File: src/rtl/acc_pkg.sv
// Shared definitions for the temporal-accumulation transmit path: lane geometry,
// FSM states and the default flush length that also feeds the acc_temporal latency budget.
package acc_pkg;

    localparam int LANES         = 16;
    localparam int LANE_W        = 16;
    localparam int DATA_W        = LANES * LANE_W;
    localparam int FLUSH_CYC_DEF = 2;

    typedef enum logic [1:0] {
        IDLE   = 2'd0,
        STREAM = 2'd1,
        FLUSH  = 2'd2,
        DONE   = 2'd3
    } state_t;

endpackage

File: src/rtl/acc_vec_fifo.sv
// Synchronous vector FIFO with an extra pointer bit to tell full from empty.
// The head entry is presented combinationally so the caller can register it on pop.
module acc_vec_fifo
    import acc_pkg::*;
#(
    parameter int DATA_W     = acc_pkg::DATA_W,
    parameter int FIFO_DEPTH = 4
) (
    input  logic              clk,
    input  logic              rst_n,
    input  logic              push_i,
    input  logic [DATA_W-1:0] wdata_i,
    input  logic              pop_i,
    output logic [DATA_W-1:0] rdata_o,
    output logic              full_o,
    output logic              empty_o
);

    localparam int AW = $clog2(FIFO_DEPTH);
    localparam logic [AW:0] PTR_ONE = (AW + 1)'(1);

    logic [DATA_W-1:0] mem_q [FIFO_DEPTH];
    logic [AW:0]       wr_ptr_q;
    logic [AW:0]       rd_ptr_q;
    logic              do_push;
    logic              do_pop;

    assign full_o  = (wr_ptr_q[AW] != rd_ptr_q[AW]) && (wr_ptr_q[AW-1:0] == rd_ptr_q[AW-1:0]);
    assign empty_o = (wr_ptr_q == rd_ptr_q);
    assign do_push = push_i && !full_o;
    assign do_pop  = pop_i && !empty_o;
    assign rdata_o = mem_q[rd_ptr_q[AW-1:0]];

    always_ff @(posedge clk or negedge rst_n) begin
        if (!rst_n) begin
            wr_ptr_q <= '0;
            rd_ptr_q <= '0;
        end else begin
            if (do_push) wr_ptr_q <= wr_ptr_q + PTR_ONE;
            if (do_pop)  rd_ptr_q <= rd_ptr_q + PTR_ONE;
        end
    end

    // Storage needs no reset: resetting the pointers already discards the contents.
    always_ff @(posedge clk) begin
        if (do_push) mem_q[wr_ptr_q[AW-1:0]] <= wdata_i;
    end

endmodule

File: src/rtl/acc_stream_tx.sv
// Frames buffered partial-sum vectors into accumulation groups for acc_temporal,
// forcing a flush gap after every group-closing beat.
module acc_stream_tx
    import acc_pkg::*;
#(
    parameter int DATA_W     = acc_pkg::DATA_W,
    parameter int FIFO_DEPTH = 4,
    parameter int CNT_W      = 8,
    parameter int FLUSH_CYC  = FLUSH_CYC_DEF
) (
    input  logic              clk,
    input  logic              rst_n,
    input  logic              cfg_start,
    input  logic [CNT_W-1:0]  cfg_group_len,
    input  logic [CNT_W-1:0]  cfg_num_groups,
    input  logic              s_valid,
    output logic              s_ready,
    input  logic [DATA_W-1:0] s_vector,
    output logic              tx_valid,
    output logic [DATA_W-1:0] tx_vector,
    output logic              tx_accum_done,
    output logic              busy,
    output logic              done
);

    localparam int FC_W = $clog2(FLUSH_CYC + 1);
    localparam logic [CNT_W-1:0] CNT_ONE = CNT_W'(1);
    localparam logic [FC_W-1:0]  FC_ONE  = FC_W'(1);
    localparam logic [FC_W-1:0]  FC_LAST = FC_W'(FLUSH_CYC - 1);

    state_t            state_q, state_d;
    logic [CNT_W-1:0]  len_q, len_d;
    logic [CNT_W-1:0]  ngrp_q, ngrp_d;
    logic [CNT_W-1:0]  beat_q, beat_d;
    logic [CNT_W-1:0]  grp_q, grp_d;
    logic [FC_W-1:0]   fcnt_q, fcnt_d;
    logic              busy_q, busy_d;
    logic              done_q, done_d;
    logic              tx_valid_q, tx_valid_d;
    logic              tx_done_q, tx_done_d;
    logic [DATA_W-1:0] tx_vector_q, tx_vector_d;

    logic              fifo_pop;
    logic              fifo_full;
    logic              fifo_empty;
    logic [DATA_W-1:0] fifo_head;

    acc_vec_fifo #(
        .DATA_W     (DATA_W),
        .FIFO_DEPTH (FIFO_DEPTH)
    ) u_fifo (
        .clk     (clk),
        .rst_n   (rst_n),
        .push_i  (s_valid),
        .wdata_i (s_vector),
        .pop_i   (fifo_pop),
        .rdata_o (fifo_head),
        .full_o  (fifo_full),
        .empty_o (fifo_empty)
    );

    assign s_ready       = !fifo_full;
    assign tx_valid      = tx_valid_q;
    assign tx_vector     = tx_vector_q;
    assign tx_accum_done = tx_done_q;
    assign busy          = busy_q;
    assign done          = done_q;

    always_comb begin
        state_d     = state_q;
        len_d       = len_q;
        ngrp_d      = ngrp_q;
        beat_d      = beat_q;
        grp_d       = grp_q;
        fcnt_d      = fcnt_q;
        busy_d      = busy_q;
        done_d      = 1'b0;
        tx_valid_d  = 1'b0;
        tx_done_d   = 1'b0;
        tx_vector_d = tx_vector_q;
        fifo_pop    = 1'b0;
        case (state_q)
            IDLE: begin
                if (cfg_start) begin
                    if (cfg_group_len != '0 && cfg_num_groups != '0) begin
                        len_d   = cfg_group_len;
                        ngrp_d  = cfg_num_groups;
                        beat_d  = '0;
                        grp_d   = '0;
                        busy_d  = 1'b1;
                        state_d = STREAM;
                    end else begin
                        done_d = 1'b1;
                    end
                end
            end
            STREAM: begin
                if (!fifo_empty) begin
                    fifo_pop    = 1'b1;
                    tx_valid_d  = 1'b1;
                    tx_vector_d = fifo_head;
                    if (beat_q == len_q - CNT_ONE) begin
                        tx_done_d = 1'b1;
                        beat_d    = '0;
                        grp_d     = grp_q + CNT_ONE;
                        fcnt_d    = '0;
                        state_d   = FLUSH;
                    end else begin
                        beat_d = beat_q + CNT_ONE;
                    end
                end
            end
            FLUSH: begin
                // The closing beat is already on tx_*; these cycles are the idle gap.
                if (fcnt_q == FC_LAST) begin
                    fcnt_d  = '0;
                    state_d = (grp_q == ngrp_q) ? DONE : STREAM;
                end else begin
                    fcnt_d = fcnt_q + FC_ONE;
                end
            end
            DONE: begin
                done_d  = 1'b1;
                busy_d  = 1'b0;
                state_d = IDLE;
            end
            default: state_d = IDLE;
        endcase
    end

    always_ff @(posedge clk or negedge rst_n) begin
        if (!rst_n) begin
            state_q     <= IDLE;
            len_q       <= '0;
            ngrp_q      <= '0;
            beat_q      <= '0;
            grp_q       <= '0;
            fcnt_q      <= '0;
            busy_q      <= 1'b0;
            done_q      <= 1'b0;
            tx_valid_q  <= 1'b0;
            tx_done_q   <= 1'b0;
            tx_vector_q <= '0;
        end else begin
            state_q     <= state_d;
            len_q       <= len_d;
            ngrp_q      <= ngrp_d;
            beat_q      <= beat_d;
            grp_q       <= grp_d;
            fcnt_q      <= fcnt_d;
            busy_q      <= busy_d;
            done_q      <= done_d;
            tx_valid_q  <= tx_valid_d;
            tx_done_q   <= tx_done_d;
            tx_vector_q <= tx_vector_d;
        end
    end

endmodule

File: config.mk
export PLATFORM = sky130hd
export DESIGN_NAME = acc_stream_tx
export DESIGN_NICKNAME = d
export VERILOG_FILES = /design/src/rtl/acc_pkg.sv /design/src/rtl/acc_vec_fifo.sv /design/src/rtl/acc_stream_tx.sv
export SDC_FILE = /design/constraint.sdc
export NUM_CORES = 1
export LEC_CHECK = 0
export ABC_AREA = 1
export CAP_MARGIN = 20
export CORE_ASPECT_RATIO = 0.75
export CORE_MARGIN = 2
export CORE_UTILIZATION = 35
export CTS_CLUSTER_DIAMETER = 50
export DETAILED_ROUTE_END_ITERATION = 10
export PLACE_DENSITY = 0.58
export SYNTH_ARGS = -nofsm -noshare
export SYNTH_HDL_FRONTEND = slang
export SYNTH_SLANG_ARGS = --single-unit
File: constraint.sdc
create_clock -name clk -period 29.9 [get_ports clk]
set_clock_uncertainty 0.05 [all_clocks]
set_input_delay 4.485 -clock clk [delete_from_list [all_inputs] [get_ports clk]]
set_output_delay 4.485 -clock clk [all_outputs]
set_load 0.1 [all_outputs]
==> results.cfg <==
[routing]
wl_per_cell_um = 20.1
wl_um = 130000
wl_met2_um = 62600
dr_wl_met3_um = 7110
detail_route.drc_violations = 0
drt_first_pass_iters = 5
postRouteAntennaNets = 0
vias_per_cell = 4.82
vias = 31145
dr.first_iter.drc_count = 2264
top_layer = met5
met1_length_um = 56500

[logic_synthesis]
synth-simple-area-share_pct = 11.4
synth_top_family_by_area = simple AND/OR/NAND/NOR gates
syn_nets = 4234
synth_xor_area_share_pct = 0.397
ys_types = 34
synth.cell_area_um2 = 50100
synth_compound_area_share_pct = 8.65
ys_seq_elements = 1326
seq_area_frac_synth_pct = 76.4
synth_mux_area_share_pct = 0
syn-instance-count = 3945
ys_warn_count = 0
syn_avg_cell_area_um2 = 12.7
synth_fa_ha_area_share_pct = 0.324

[timing]
fin_tns_setup_ns = 0
hold_violations = 0
worst_pin_slew_ns = 1.32
timing.final.crit_period_ns = 8.03
rsz0062_at_grt = no
fin_crit_sh_pct = 26.9
slew_headroom_pct = 11.7
setup_viol_count_final = 0
report.final.slew_viol_count = 0
max_freq_mhz = 124

[floorplanning]
io_pins = 537
coreArea_um2 = 142000
start_util_pct = 35.2
dieArea_um2 = 146000
fp.dieH_um = 332
rows = 120
die_x_um = 441

[setup_path]
critical_path_arrival_ns = 8.36
cp-start-kind = input pin
end_kind = flop
cp_data_required_time_ns = 30.23
critical_path_class = in2reg
crit_fanout = 49

[place]
gp_congestion = 0.768
dp_cells = 6183
portBuffers = 536
hpwl_um = 74800

[clock_network]
tritoncts = done
cts_buffer_depth = 3
clock_latency_ns = 0.76
cts_sinks = 1326
root_buffer = clkbuf_16
cts_buffers = 145
clk_pin_slew_ns = 0.06
h-tree-depth = 4
hold_buffers = 0
post_cts_buffers = 0
cts-resized-gates = 0

[flow_run]
cap_violations = 0

[global_route]
grt_pass1_wl_um = 193000
grt_max_degree = 239
antenna_found_initial = 32
grt_use_total_pct = 17.6
grt_pass1_vias = 30149
overflow = 0

[cells_and_area]
fin_nets = 4729
fin_util_pct = 43.4
drive_gt1_share_pct = 6.58
final_cells = 6459
num-fill-cells = 12896
area_growth_pct = 23.4

[hold_path]
worstHoldPathType = reg2reg

[outcome]
status = finished clean
## layer usage
layer  up-vias  global-route usage (%)
met5         -                       0
met4        28                    5.58
met3       213                    4.24
met2       676                    28.8
met1     15304                    23.0
li1      14924                       -
## synthesized netlist by cell type (all sizes together)
library cell / instances / area share [%]
o21ai: 531 / 5.3
a31oi: 257 / 3.2
a21oi: 10 / 0.13
xnor2: 12 / 0.24
nand4: 12 / 0.15
clkinv: 1 / 0.0075
or2: 4 / 0.050
clkbuf: 120 / 0.90
buf: 113 / 1.4
nor2: 1315 / 9.9
edfxtp: 1024 / 61
o21bai: 1 / 0.015
ha: 13 / 0.32
xor2: 9 / 0.16
nand2: 120 / 0.92
nand3b: 1 / 0.015
dfrtp: 302 / 15
inv: 61 / 0.46
nor3b: 2 / 0.030
nand3: 30 / 0.31
nor3: 7 / 0.070
## placed cells by master, fill, tap and decap left out, types with 7 or more instances in the layout
| master | count |
|---|---|
| a21oi_1 | 8 |
| a31oi_1 | 257 |
| buf_4 | 49 |
| bufinv_16 | 8 |
| clkbuf_1 | 35 |
| clkbuf_16 | 149 |
| clkbuf_8 | 11 |
| clkdlybuf4s50_1 | 524 |
| clkinv_1 | 13 |
| clkinv_2 | 20 |
| clkinv_4 | 7 |
| dfrtp_1 | 300 |
| diode_2 | 10 |
| edfxtp_1 | 1024 |
| ha_1 | 13 |
| inv_1 | 57 |
| inv_6 | 10 |
| nand2_1 | 118 |
| nand3_1 | 29 |
| nand4_1 | 12 |
| nor2_1 | 1307 |
| nor3_1 | 7 |
| o21ai_0 | 530 |
| xnor2_1 | 10 |
| xor2_1 | 9 |
## registers in the layout, indices dropped and copies added (netlist names), 3 cells and up
| signal | cells |
|---|---|
| grp_q | 8 |
| u_fifo.wr_ptr_q | 3 |
| beat_q | 8 |
| ngrp_q | 8 |
| len_q | 8 |
| tx_vector | 256 |
| u_fifo.mem_q | 1024 |
| u_fifo.rd_ptr_q | 3 |
## path summary, 6_finish.rpt
path	cells after the start	slack [ns]	end	from
min	1	0.44	u_fifo.wr_ptr_q[2]	u_fifo.wr_ptr_q[2]
max	6	21.87	u_fifo.mem_q[2][178]	s_valid
min reg2reg	1	0.44	u_fifo.wr_ptr_q[2]	u_fifo.wr_ptr_q[2]
max reg2reg	7	24.95	u_fifo.mem_q[2][178]	u_fifo.rd_ptr_q[0]
min in group asynchronous	1	3.66	beat_q[2]	rst_n
max in group asynchronous	4	23.47	tx_vector[170]	rst_n
## cells by family (layout without fill, tap and decap cells)
logic type               after synthesis  after routing
adder cells (fa/ha/maj)               13             13
buffers and inverters                295            908
AO/OA/AOI/OAI                        799            799
flip-flops                          1326           1326
AND/OR/NAND/NOR                     1491           1491
other                                  0             10
XOR/XNOR                              21             21
## worst max-delay path, stage by stage
cell and delay (ns):
clkdlybuf4s50_1 0.48, nand2_1 0.31, nor2_4 0.77, buf_4 0.76
buf_4 0.77, buf_4 0.68
## cell type report
type                    instances  area [um^2]  area share (%)
flip-flops and latches       1326        38300            61.9
multi-input cells            2324        10500            16.9
repair buffers                581         5760            9.31
clock buffers                 195         4010            6.48
well taps                    1891         2370            3.82
clock inverters                70          696            1.12
inverters                      62          255           0.412
diodes                         10         25.0          0.0404
## stage by stage
step	setup slack [ns]	area (um^2)	hold slack [ns]
after floorplan	13.56	50100	0.403
after global placement	20.97	57100	0.431
after detailed placement	20.96	57100	0.430
after CTS	21.79	61800	0.442
after global routing	21.62	61900	0.466
final	21.87	61900	0.440
Power is left out: the tool's default activity adds up to more than one toggle a clock period on the data nets, which glitch-free logic cannot reach.
